`src/rtl/dbg_arbiter_if.sv`:
```
// Signal bundle between the two debug front-ends, the arbiter and the debug module.
// slave is the arbiter's view; master is the front-end / debug-module side.
interface dbg_arbiter_if;
    logic [1:0]  req_i;
    logic [7:0]  cmd0_i;
    logic [7:0]  cmd1_i;
    logic [31:0] addr0_i;
    logic [31:0] addr1_i;
    logic [31:0] data0_i;
    logic [31:0] data1_i;
    logic [1:0]  gnt_o;
    logic [1:0]  done_o;
    logic [1:0]  err_o;
    logic [31:0] rdata_o;
    logic        busy_o;
    logic [7:0]  dbg_cmd_o;
    logic [31:0] dbg_addr_o;
    logic [31:0] dbg_data_o;
    logic [31:0] dbg_rdata_i;
    logic        dbg_ready_i;

    modport slave (
        input  req_i, cmd0_i, cmd1_i, addr0_i, addr1_i, data0_i, data1_i,
        input  dbg_rdata_i, dbg_ready_i,
        output gnt_o, done_o, err_o, rdata_o, busy_o,
        output dbg_cmd_o, dbg_addr_o, dbg_data_o
    );

    modport master (
        output req_i, cmd0_i, cmd1_i, addr0_i, addr1_i, data0_i, data1_i,
        output dbg_rdata_i, dbg_ready_i,
        input  gnt_o, done_o, err_o, rdata_o, busy_o,
        input  dbg_cmd_o, dbg_addr_o, dbg_data_o
    );
endinterface

```
`src/rtl/dbg_arbiter.sv`:
```
// Round-robin arbiter sharing the debug module command port between the UART tap
// (port 0) and the JTAG tap (port 1), with a ready-timeout watchdog.
//
// state | meaning
// IDLE  | no owner; pick a requester, latch its command
// EXEC  | command driven to the debug module, waiting for ready or timeout
// RESP  | one-cycle done/err pulse with read data to the owner
module dbg_arbiter #(
    parameter int TIMEOUT = 1024
) (
    input  logic         clk,
    input  logic         rst_i,
    dbg_arbiter_if.slave bus
);
    typedef enum logic [1:0] {S_IDLE, S_EXEC, S_RESP} state_t;

    localparam int CW = (TIMEOUT > 0) ? (($clog2(TIMEOUT + 1) > 0) ? $clog2(TIMEOUT + 1) : 1) : 1;
    localparam logic [CW-1:0] CNT_TC = (TIMEOUT > 0) ? CW'(TIMEOUT - 1) : '0;

    state_t        state_q, state_d;
    logic          idx_q, idx_d;
    logic          last_q, last_d;
    logic [1:0]    mask_q, mask_d;
    logic [7:0]    cmd_q, cmd_d;
    logic [31:0]   addr_q, addr_d;
    logic [31:0]   data_q, data_d;
    logic [31:0]   rdata_q, rdata_d;
    logic          err_q, err_d;
    logic [CW-1:0] cnt_q, cnt_d;

    logic [1:0]    eff_req;
    logic          sel;
    logic [7:0]    sel_cmd;
    logic [1:0]    owner;

    always_ff @(posedge clk) begin
        if (rst_i) begin
            state_q <= S_IDLE;
            idx_q   <= 1'b0;
            last_q  <= 1'b1;
            mask_q  <= 2'b00;
            cmd_q   <= 8'h00;
            addr_q  <= 32'h0;
            data_q  <= 32'h0;
            rdata_q <= 32'h0;
            err_q   <= 1'b0;
            cnt_q   <= '0;
        end else begin
            state_q <= state_d;
            idx_q   <= idx_d;
            last_q  <= last_d;
            mask_q  <= mask_d;
            cmd_q   <= cmd_d;
            addr_q  <= addr_d;
            data_q  <= data_d;
            rdata_q <= rdata_d;
            err_q   <= err_d;
            cnt_q   <= cnt_d;
        end
    end

    always_comb begin
        state_d = state_q;
        idx_d   = idx_q;
        last_d  = last_q;
        mask_d  = 2'b00;
        cmd_d   = cmd_q;
        addr_d  = addr_q;
        data_d  = data_q;
        rdata_d = rdata_q;
        err_d   = err_q;
        cnt_d   = cnt_q;
        eff_req = bus.req_i & ~mask_q;
        sel     = 1'b0;
        sel_cmd = 8'h00;

        case (state_q)
            S_IDLE: begin
                if (eff_req != 2'b00) begin
                    // on a tie, the port that was not served last wins
                    sel     = (eff_req == 2'b11) ? ~last_q : eff_req[1];
                    sel_cmd = sel ? bus.cmd1_i : bus.cmd0_i;
                    idx_d   = sel;
                    last_d  = sel;
                    cmd_d   = sel_cmd;
                    addr_d  = sel ? bus.addr1_i : bus.addr0_i;
                    data_d  = sel ? bus.data1_i : bus.data0_i;
                    if (sel_cmd != 8'h00) begin
                        state_d = S_EXEC;
                        cnt_d   = '0;
                    end else begin
                        state_d = S_RESP;
                        rdata_d = 32'h0;
                        err_d   = 1'b0;
                    end
                end
            end
            S_EXEC: begin
                if (cnt_q != '1) cnt_d = cnt_q + CW'(1);
                if (bus.dbg_ready_i) begin
                    state_d = S_RESP;
                    rdata_d = bus.dbg_rdata_i;
                    err_d   = 1'b0;
                end else if ((TIMEOUT != 0) && (cnt_q == CNT_TC)) begin
                    state_d = S_RESP;
                    rdata_d = 32'h0;
                    err_d   = 1'b1;
                end
            end
            S_RESP: begin
                state_d = S_IDLE;
                // the served port still holds req for one cycle after done
                mask_d  = idx_q ? 2'b10 : 2'b01;
            end
            default: state_d = S_IDLE;
        endcase
    end

    assign owner = idx_q ? 2'b10 : 2'b01;

    assign bus.gnt_o      = (state_q != S_IDLE) ? owner : 2'b00;
    assign bus.done_o     = (state_q == S_RESP) ? owner : 2'b00;
    assign bus.err_o      = ((state_q == S_RESP) && err_q) ? owner : 2'b00;
    assign bus.rdata_o    = (state_q == S_RESP) ? rdata_q : 32'h0;
    assign bus.busy_o     = (state_q != S_IDLE);
    assign bus.dbg_cmd_o  = (state_q == S_EXEC) ? cmd_q : 8'h00;
    assign bus.dbg_addr_o = addr_q;
    assign bus.dbg_data_o = data_q;
endmodule

```
`src/flat_wrapper.sv`:
```
// flat-port wrapper written by rule: the top's interface ports become plain ports
module dbg_arbiter_flat 
#(
    parameter int TIMEOUT = 1024
)
  (clk, rst_i, bus_req_i, bus_cmd0_i, bus_cmd1_i, bus_addr0_i, bus_addr1_i, bus_data0_i, bus_data1_i, bus_dbg_rdata_i, bus_dbg_ready_i, bus_gnt_o, bus_done_o, bus_err_o, bus_rdata_o, bus_busy_o, bus_dbg_cmd_o, bus_dbg_addr_o, bus_dbg_data_o);
  dbg_arbiter_if bus_i ();
  input  logic clk;
  input  logic rst_i;
  input wire logic [$bits(bus_i.req_i)-1:0] bus_req_i;
  input wire logic [$bits(bus_i.cmd0_i)-1:0] bus_cmd0_i;
  input wire logic [$bits(bus_i.cmd1_i)-1:0] bus_cmd1_i;
  input wire logic [$bits(bus_i.addr0_i)-1:0] bus_addr0_i;
  input wire logic [$bits(bus_i.addr1_i)-1:0] bus_addr1_i;
  input wire logic [$bits(bus_i.data0_i)-1:0] bus_data0_i;
  input wire logic [$bits(bus_i.data1_i)-1:0] bus_data1_i;
  input wire logic [$bits(bus_i.dbg_rdata_i)-1:0] bus_dbg_rdata_i;
  input wire logic [$bits(bus_i.dbg_ready_i)-1:0] bus_dbg_ready_i;
  output wire logic [$bits(bus_i.gnt_o)-1:0] bus_gnt_o;
  output wire logic [$bits(bus_i.done_o)-1:0] bus_done_o;
  output wire logic [$bits(bus_i.err_o)-1:0] bus_err_o;
  output wire logic [$bits(bus_i.rdata_o)-1:0] bus_rdata_o;
  output wire logic [$bits(bus_i.busy_o)-1:0] bus_busy_o;
  output wire logic [$bits(bus_i.dbg_cmd_o)-1:0] bus_dbg_cmd_o;
  output wire logic [$bits(bus_i.dbg_addr_o)-1:0] bus_dbg_addr_o;
  output wire logic [$bits(bus_i.dbg_data_o)-1:0] bus_dbg_data_o;
  assign bus_i.req_i = bus_req_i;
  assign bus_i.cmd0_i = bus_cmd0_i;
  assign bus_i.cmd1_i = bus_cmd1_i;
  assign bus_i.addr0_i = bus_addr0_i;
  assign bus_i.addr1_i = bus_addr1_i;
  assign bus_i.data0_i = bus_data0_i;
  assign bus_i.data1_i = bus_data1_i;
  assign bus_i.dbg_rdata_i = bus_dbg_rdata_i;
  assign bus_i.dbg_ready_i = bus_dbg_ready_i;
  assign bus_gnt_o = bus_i.gnt_o;
  assign bus_done_o = bus_i.done_o;
  assign bus_err_o = bus_i.err_o;
  assign bus_rdata_o = bus_i.rdata_o;
  assign bus_busy_o = bus_i.busy_o;
  assign bus_dbg_cmd_o = bus_i.dbg_cmd_o;
  assign bus_dbg_addr_o = bus_i.dbg_addr_o;
  assign bus_dbg_data_o = bus_i.dbg_data_o;
  dbg_arbiter #(.TIMEOUT(TIMEOUT)) u_core (.clk(clk), .rst_i(rst_i), .bus(bus_i));
endmodule
```
`config.mk`:
```
export PLATFORM = sky130hd
export DESIGN_NAME = dbg_arbiter_flat
export DESIGN_NICKNAME = d
export VERILOG_FILES = /design/src/rtl/dbg_arbiter_if.sv /design/src/rtl/dbg_arbiter.sv /design/src/flat_wrapper.sv
export SDC_FILE = /design/constraint.sdc
export NUM_CORES = 1
export LEC_CHECK = 0
export ABC_CLOCK_PERIOD_IN_PS = 6050
export CAP_MARGIN = 10
export CORE_MARGIN = 2
export CORE_UTILIZATION = 42
export CTS_BUF_LIST = sky130_fd_sc_hd__clkbuf_16
export CTS_CLUSTER_SIZE = 14
export DETAILED_ROUTE_END_ITERATION = 8
export PLACE_DENSITY = 0.89
export SLEW_MARGIN = 10
export SYNTH_ARGS = -nofsm -noshare
export SYNTH_HDL_FRONTEND = slang
export SYNTH_SLANG_ARGS = --single-unit
```
`constraint.sdc`:
```
create_clock -name clk -period 6.05 [get_ports clk]
set_clock_uncertainty 0.2 [all_clocks]
set_input_delay 0.9075 -clock clk [delete_from_list [all_inputs] [get_ports clk]]
set_output_delay 0.9075 -clock clk [all_outputs]
set_load 0.02 [all_outputs]
```
## Yosys cells after proc, flatten, opt, wreduce, memory -nomap -nowiden

Index checks and enable logic that the tools add are counted.

- Add/sub/neg operators: 1
- $mul: 0
- Divide/modulo/power cells: 0
- $lt $le $gt $ge: 0
- Eq/ne operators: 10
- Shifts and indexed selects: 0
- Mux-type cells: 29
- Bitwise logic cells: 3
- Reductions and logical operators: 10

Operators by type and width:

| cell | number |
|---|---|
| 32-bit two-way mux | 7 |
| 32-bit one-hot mux with 2 select lines | 1 |
| 11-bit two-way mux | 3 |
| 11-bit one-hot mux with 2 select lines | 1 |
| 2-bit two-way mux | 8 |
| 8-bit two-way mux | 2 |
| 11-bit by 1-bit adder with 11-bit output (second input constant) | 1 |
| 11-bit by 10-bit == test with 1-bit output (second input constant) | 1 |
| 11-bit inequality test (second input constant) | 1 |
| 4-bit AND reduction | 2 |
| 8-bit nonzero test | 1 |
| 2-bit by 1-bit inequality test with 1-bit output (second input constant) | 3 |
| 2-bit nonzero test | 3 |
| 1-bit two-way mux | 5 |
| 2-bit == test (second input constant) | 2 |
| 2-bit one-hot mux with 2 select lines | 1 |
| 2-bit AND reduction | 2 |
| 3-bit by 2-bit inequality test with 1-bit output (second input constant) | 1 |
| 2-bit AND | 1 |
| 2-bit by 1-bit == test with 1-bit output (second input constant) | 1 |
| 2-bit zero test | 1 |
| 2-bit inequality test (second input constant) | 1 |
| 2-bit inverter | 1 |
| 1-bit one-hot mux with 2 select lines | 1 |
| other kinds (2) | 2 |

- Bits in registers: 122
- Latch bits: 0
- Bits in writable memories: 0
- Bits in read-only memories: 0
- Input port bits: 181
- Output and inout port bits: 111
- Memories kept: 0

## Longest topological paths before layout

- Word-level depth: 9
- Depth in mapped cells: 7
- Depth with buffers taken out: 6

## Worst setup path before layout

OpenSTA, ideal clock, no wires.

- Path type: in2reg
- From: in bus_cmd0_i[4]
- To: reg u_core.rdata_q[0]
- Data arrival time: 2,365 ps
- Setup slack: 3,369 ps
- Stages on the path: 6
- Cells stage by stage: or4_1 > a211o_1 > a31oi_4 > a21oi_2 > buf_6 > a22o_1

- Word-level cells in the longest chain between the ends: 4

RTL lines:

| element | RTL line | RTL |
|---|---|---|
| from (decl) | flat_wrapper.sv:11 | `input wire logic [$bits(bus_i.cmd0_i)-1:0] bus_cmd0_i;` |
| 8-bit two-way mux | dbg_arbiter.sv:82 | `sel_cmd = sel ? bus.cmd1_i : bus.cmd0_i;` |
| 8-bit nonzero test | dbg_arbiter.sv:88 | `if (sel_cmd != 8'h00) begin` |
| 2-bit inequality test (no source line) | n/a |  |
| 4-bit AND reduction (no source line) | n/a |  |
| to (signal assigned) | dbg_arbiter.sv:56 | `rdata_q <= rdata_d;` |
| to (decl) | dbg_arbiter.sv:27 | `logic [31:0] rdata_q, rdata_d;` |

No other way between the ends.
A chain may end at the register's enable or synchronous reset.

## Final worst setup path

- From: in bus_req_i[1]
- To: reg u_core.cmd_q[5]

- Word-level cells in the longest chain between the ends: 4
- Elaborated cells between the ends (all ways): 6

RTL lines:

| element | RTL line | RTL |
|---|---|---|
| from (decl) | flat_wrapper.sv:10 | `input wire logic [$bits(bus_i.req_i)-1:0] bus_req_i;` |
| 2-bit AND (*) | dbg_arbiter.sv:73 | `eff_req = bus.req_i & ~mask_q;` |
| 2-bit == test | dbg_arbiter.sv:81 | `sel = (eff_req == 2'b11) ? ~last_q : eff_req[1];` |
| 1-bit two-way mux | dbg_arbiter.sv:81 |  |
| 8-bit two-way mux | dbg_arbiter.sv:82 |  |
| to (signal assigned) | dbg_arbiter.sv:53 | `cmd_q <= cmd_d;` |
| to (decl) | dbg_arbiter.sv:24 | `logic [7:0] cmd_q, cmd_d;` |

Mark *: on every way between the ends. The rest lies on a longest branch, timed or not.

==> key figures <==
Run status
  • Status: completed

CTS
  • Post-CTS Setup Inserts: 0
  • Post_cts resized: 0
  • Clk Latency, worst-skew pair: 0.41 ns
  • Clock transition at the registers of the reported paths: 0.05 ns
  • Cts bufs inserted: 17
  • Sink Count: 122
  • CTS Hold Bufs: 0
  • CTS root buf: clkbuf_16
  • CTS Buffer Depth: 2
  • H-tree level count: 4
  • CTS tree: done

Drt
  • DRC viols: 0
  • ANT nets after route: 0
  • Drt first-iter violations: 391
  • WL met3: 1723 µm
  • Wirelength per Cell: 17.11 µm
  • Top Metal Used: met4
  • WL met2: 9050 µm
  • Via/cell ratio: 5.463
  • Total Wirelength: 18680 µm
  • First-pass DRT Iterations: 5
  • Vias post-DR: 5966
  • DRT met1 WL: 7362 µm

Final layout
  • Commonest non-fill, non-tap cells in the layout: clkdlybuf4s50_1, dfxtp_1, nor2_1, nand2_1, nand3_1
  • Number of diodes: 0
  • Share of cells above drive strength 1: 4.565%
  • Filler Cells Inserted: 974
  • Footprint of the multi-input gates: 0.002681 mm²
  • Layout area overhead: 64.63%
  • FF/Latch Area: 0.002442 mm²
  • Final Non-Filler Cells: 1092
  • Most common cell after layout, fill and taps aside: clkdlybuf4s50_1
  • Nets: 1090

Job
  • Max-cap viol count: 0

Pwr
  • Peak VDD IR: 0.0002110 V
  • Combinational group share of total power: 27.2%
  • Cell Pwr Density: 291.9 mW/mm²
  • Clk pwr share: 36.2%
  • Switching share of total power: 29.92%
  • Net Switching: 0.0007762 W
  • Internal Power: 0.001818 W
  • Leakage Power: 3.464 nW
  • Reg power frac: 36.6%

Global routing
  • GRT Util Overall: 26.70%
  • Vias in the first global route: 5699
  • Pin count of the biggest net entering global routing: 95
  • Initial antenna violation count: 0
  • Global route overflow: 0
  • Global-route wire length before repair: 29790 µm

Floorplanning
  • Core area: 0.01257 mm²
  • Die area: 0.01378 mm²
  • Rows: 41
  • Die Y: 117.4 µm
  • Initial core utilization: 42.96%
  • I/O pins: 292
  • Die Wd: 117.4 µm

Timing
  • Tmin final: 3.782 ns
  • RSZ-0062 raised after global routing: false
  • # setup viols final: 0
  • Fin crit share: 62.52%
  • Achievable Freq: 0.2644 GHz
  • Fin. max-slew vios: 0
  • Setup TNS: 0 ns
  • Max-slew headroom: 31.84%
  • Worst slew pin tran: 1.022 ns
  • Fin. Hold Viols: 0

Yosys
  • Leading area contributor after synthesis: dfxtp_1
  • Synth area leaders: dfxtp_1, a311oi_1, nand3_1
  • Most used DFF post-synth: dfxtp_1
  • Post-Syn Area: 0.005399 mm²
  • Cells after Synth: 652
  • Sequential share of the synthesized area: 45.24%
  • Distinct cells, synth: 38
  • Number of synthesized flops with an enable pin: 0
  • Synth async-reset ratio: 0%
  • Top cell type's share of synthesized area: 45.24%
  • Mean Syn Cell Area: 8.281 µm²
  • Seq cells post-synth: 122
  • Yosys warns: 0
  • Syn Nets: 834

Hold path
  • Worst Hold Class: flip-flop to flip-flop

Worst setup path
  • Critical path class: primary input to flip-flop
  • Cells along the critical path: clkdlybuf4s50_1 -> nor2b_4 -> nor2_1 -> nor2_4 -> buf_4 -> nor2_1 -> a311oi_1
  • Crit. End Element: flip-flop
  • Setup crit start kind: primary input
  • CP delay by family, top: simple AND/OR/NAND/NOR gates
  • Worst path bufs/invs: 2
  • Most common cell on crit path: nor2_1
  • Worst EP required: 6.15 ns
  • Peak fanout along the critical path: 36
  • Largest stage delay on the critical path: 0.69 ns
  • CP arrival: 3.88 ns
  • Slowest CP cell: nor2b_4

Placed design
  • DP Cell Count: 1061
  • GP Congestion: 0.8742
  • DPL Wire Length: 12930 µm
  • Port Buf Inserts: 291
## power groups by stage
stage               Clock, W  Sequential [W]  Combinational, W
floorplan                  0         0.00104          0.000291
global placement           0        0.000960          0.000694
detailed placement         0        0.000964          0.000703
CTS                 0.000955        0.000949          0.000708
global route        0.000990        0.000960          0.000760
finish              0.000939        0.000949          0.000706
## area by class of cell
| cell class | instances | area share (%) |
|---|---|---|
| timing repair buffer | 299 | 33.56 |
| multi-input combinational | 461 | 30.17 |
| sequential | 122 | 27.48 |
| clock buffer | 17 | 4.786 |
| tap | 172 | 2.421 |
| clock inverter | 14 | 1.295 |
| inverter | 7 | 0.2956 |
## Yosys cell counts, types with 2 or more instances
cell      instances
a211o_1           2
a21oi_1           7
a221oi_1          6
a22o_1           33
a311oi_1         74
and2_1           11
and3_1           34
buf_2            13
buf_6             3
clkbuf_1         45
dfxtp_1         122
inv_1             7
nand2_1          87
nand2b_1          3
nand3_1          75
nand4_1           3
nor2_1           94
nor2b_1           4
nor3_1            4
nor4_1            3
o211ai_1          2
o21ai_0           2
or3_1             2
or4_1             2
## per-layer routing
metal	vias to the layer above	global-route usage [%]
met5	-	0
met3	41	10.02
met4	0	11.60
met1	2751	31.03
li1	2903	-
met2	271	44.01
## logic make-up (layout without fill, tap and decap cells)
logic type / count (synthesis) / count (layout) / synth area share (%)
fa+ha+maj: 1 / 1 / 0.2317
simple gates: 324 / 324 / 27.42
buf+inv: 69 / 337 / 5.516
compound gates: 135 / 135 / 21.44
xor+xnor: 1 / 1 / 0.1623
flops: 122 / 122 / 45.24
## sequential cells by signal, summed over array words and instances (netlist names), 2 cells and up
signal,count
u_core.bus.dbg_addr_o,32
u_core.bus.dbg_data_o,32
u_core.cmd_q,8
u_core.cnt_q,11
u_core.mask_q,2
u_core.rdata_q,32
u_core.state_q,2
## metrics by stage
stage          area, µm²  util (%)  total power, W  hold slack [ns]  setup WS [ns]
6_report            8889     70.72        0.002595           0.2673          2.268
5_1_grt             8889     70.72        0.002710           0.2858          2.098
4_1_cts             8889     70.72        0.002612           0.2667          2.283
3_5_place_dp        8348     66.42        0.001667           0.2489          1.942
3_3_place_gp        8348     66.42        0.001654           0.2441          2.081
2_1_floorplan       5399         -        0.001327           0.2343          3.369
## path summary, 6_finish.rpt
check	from	endpoint	slack [ns]	cells past startpoint
setup / recovery	bus_req_i[1]	u_core.cmd_q[5]	2.27	7
hold / removal	u_core.rdata_q[22]	u_core.rdata_q[22]	0.27	1
setup reg to reg	u_core.mask_q[1]	u_core.cmd_q[5]	2.92	6
hold reg to reg	u_core.rdata_q[22]	u_core.rdata_q[22]	0.27	1
Power figures use the tool's default switching activity.
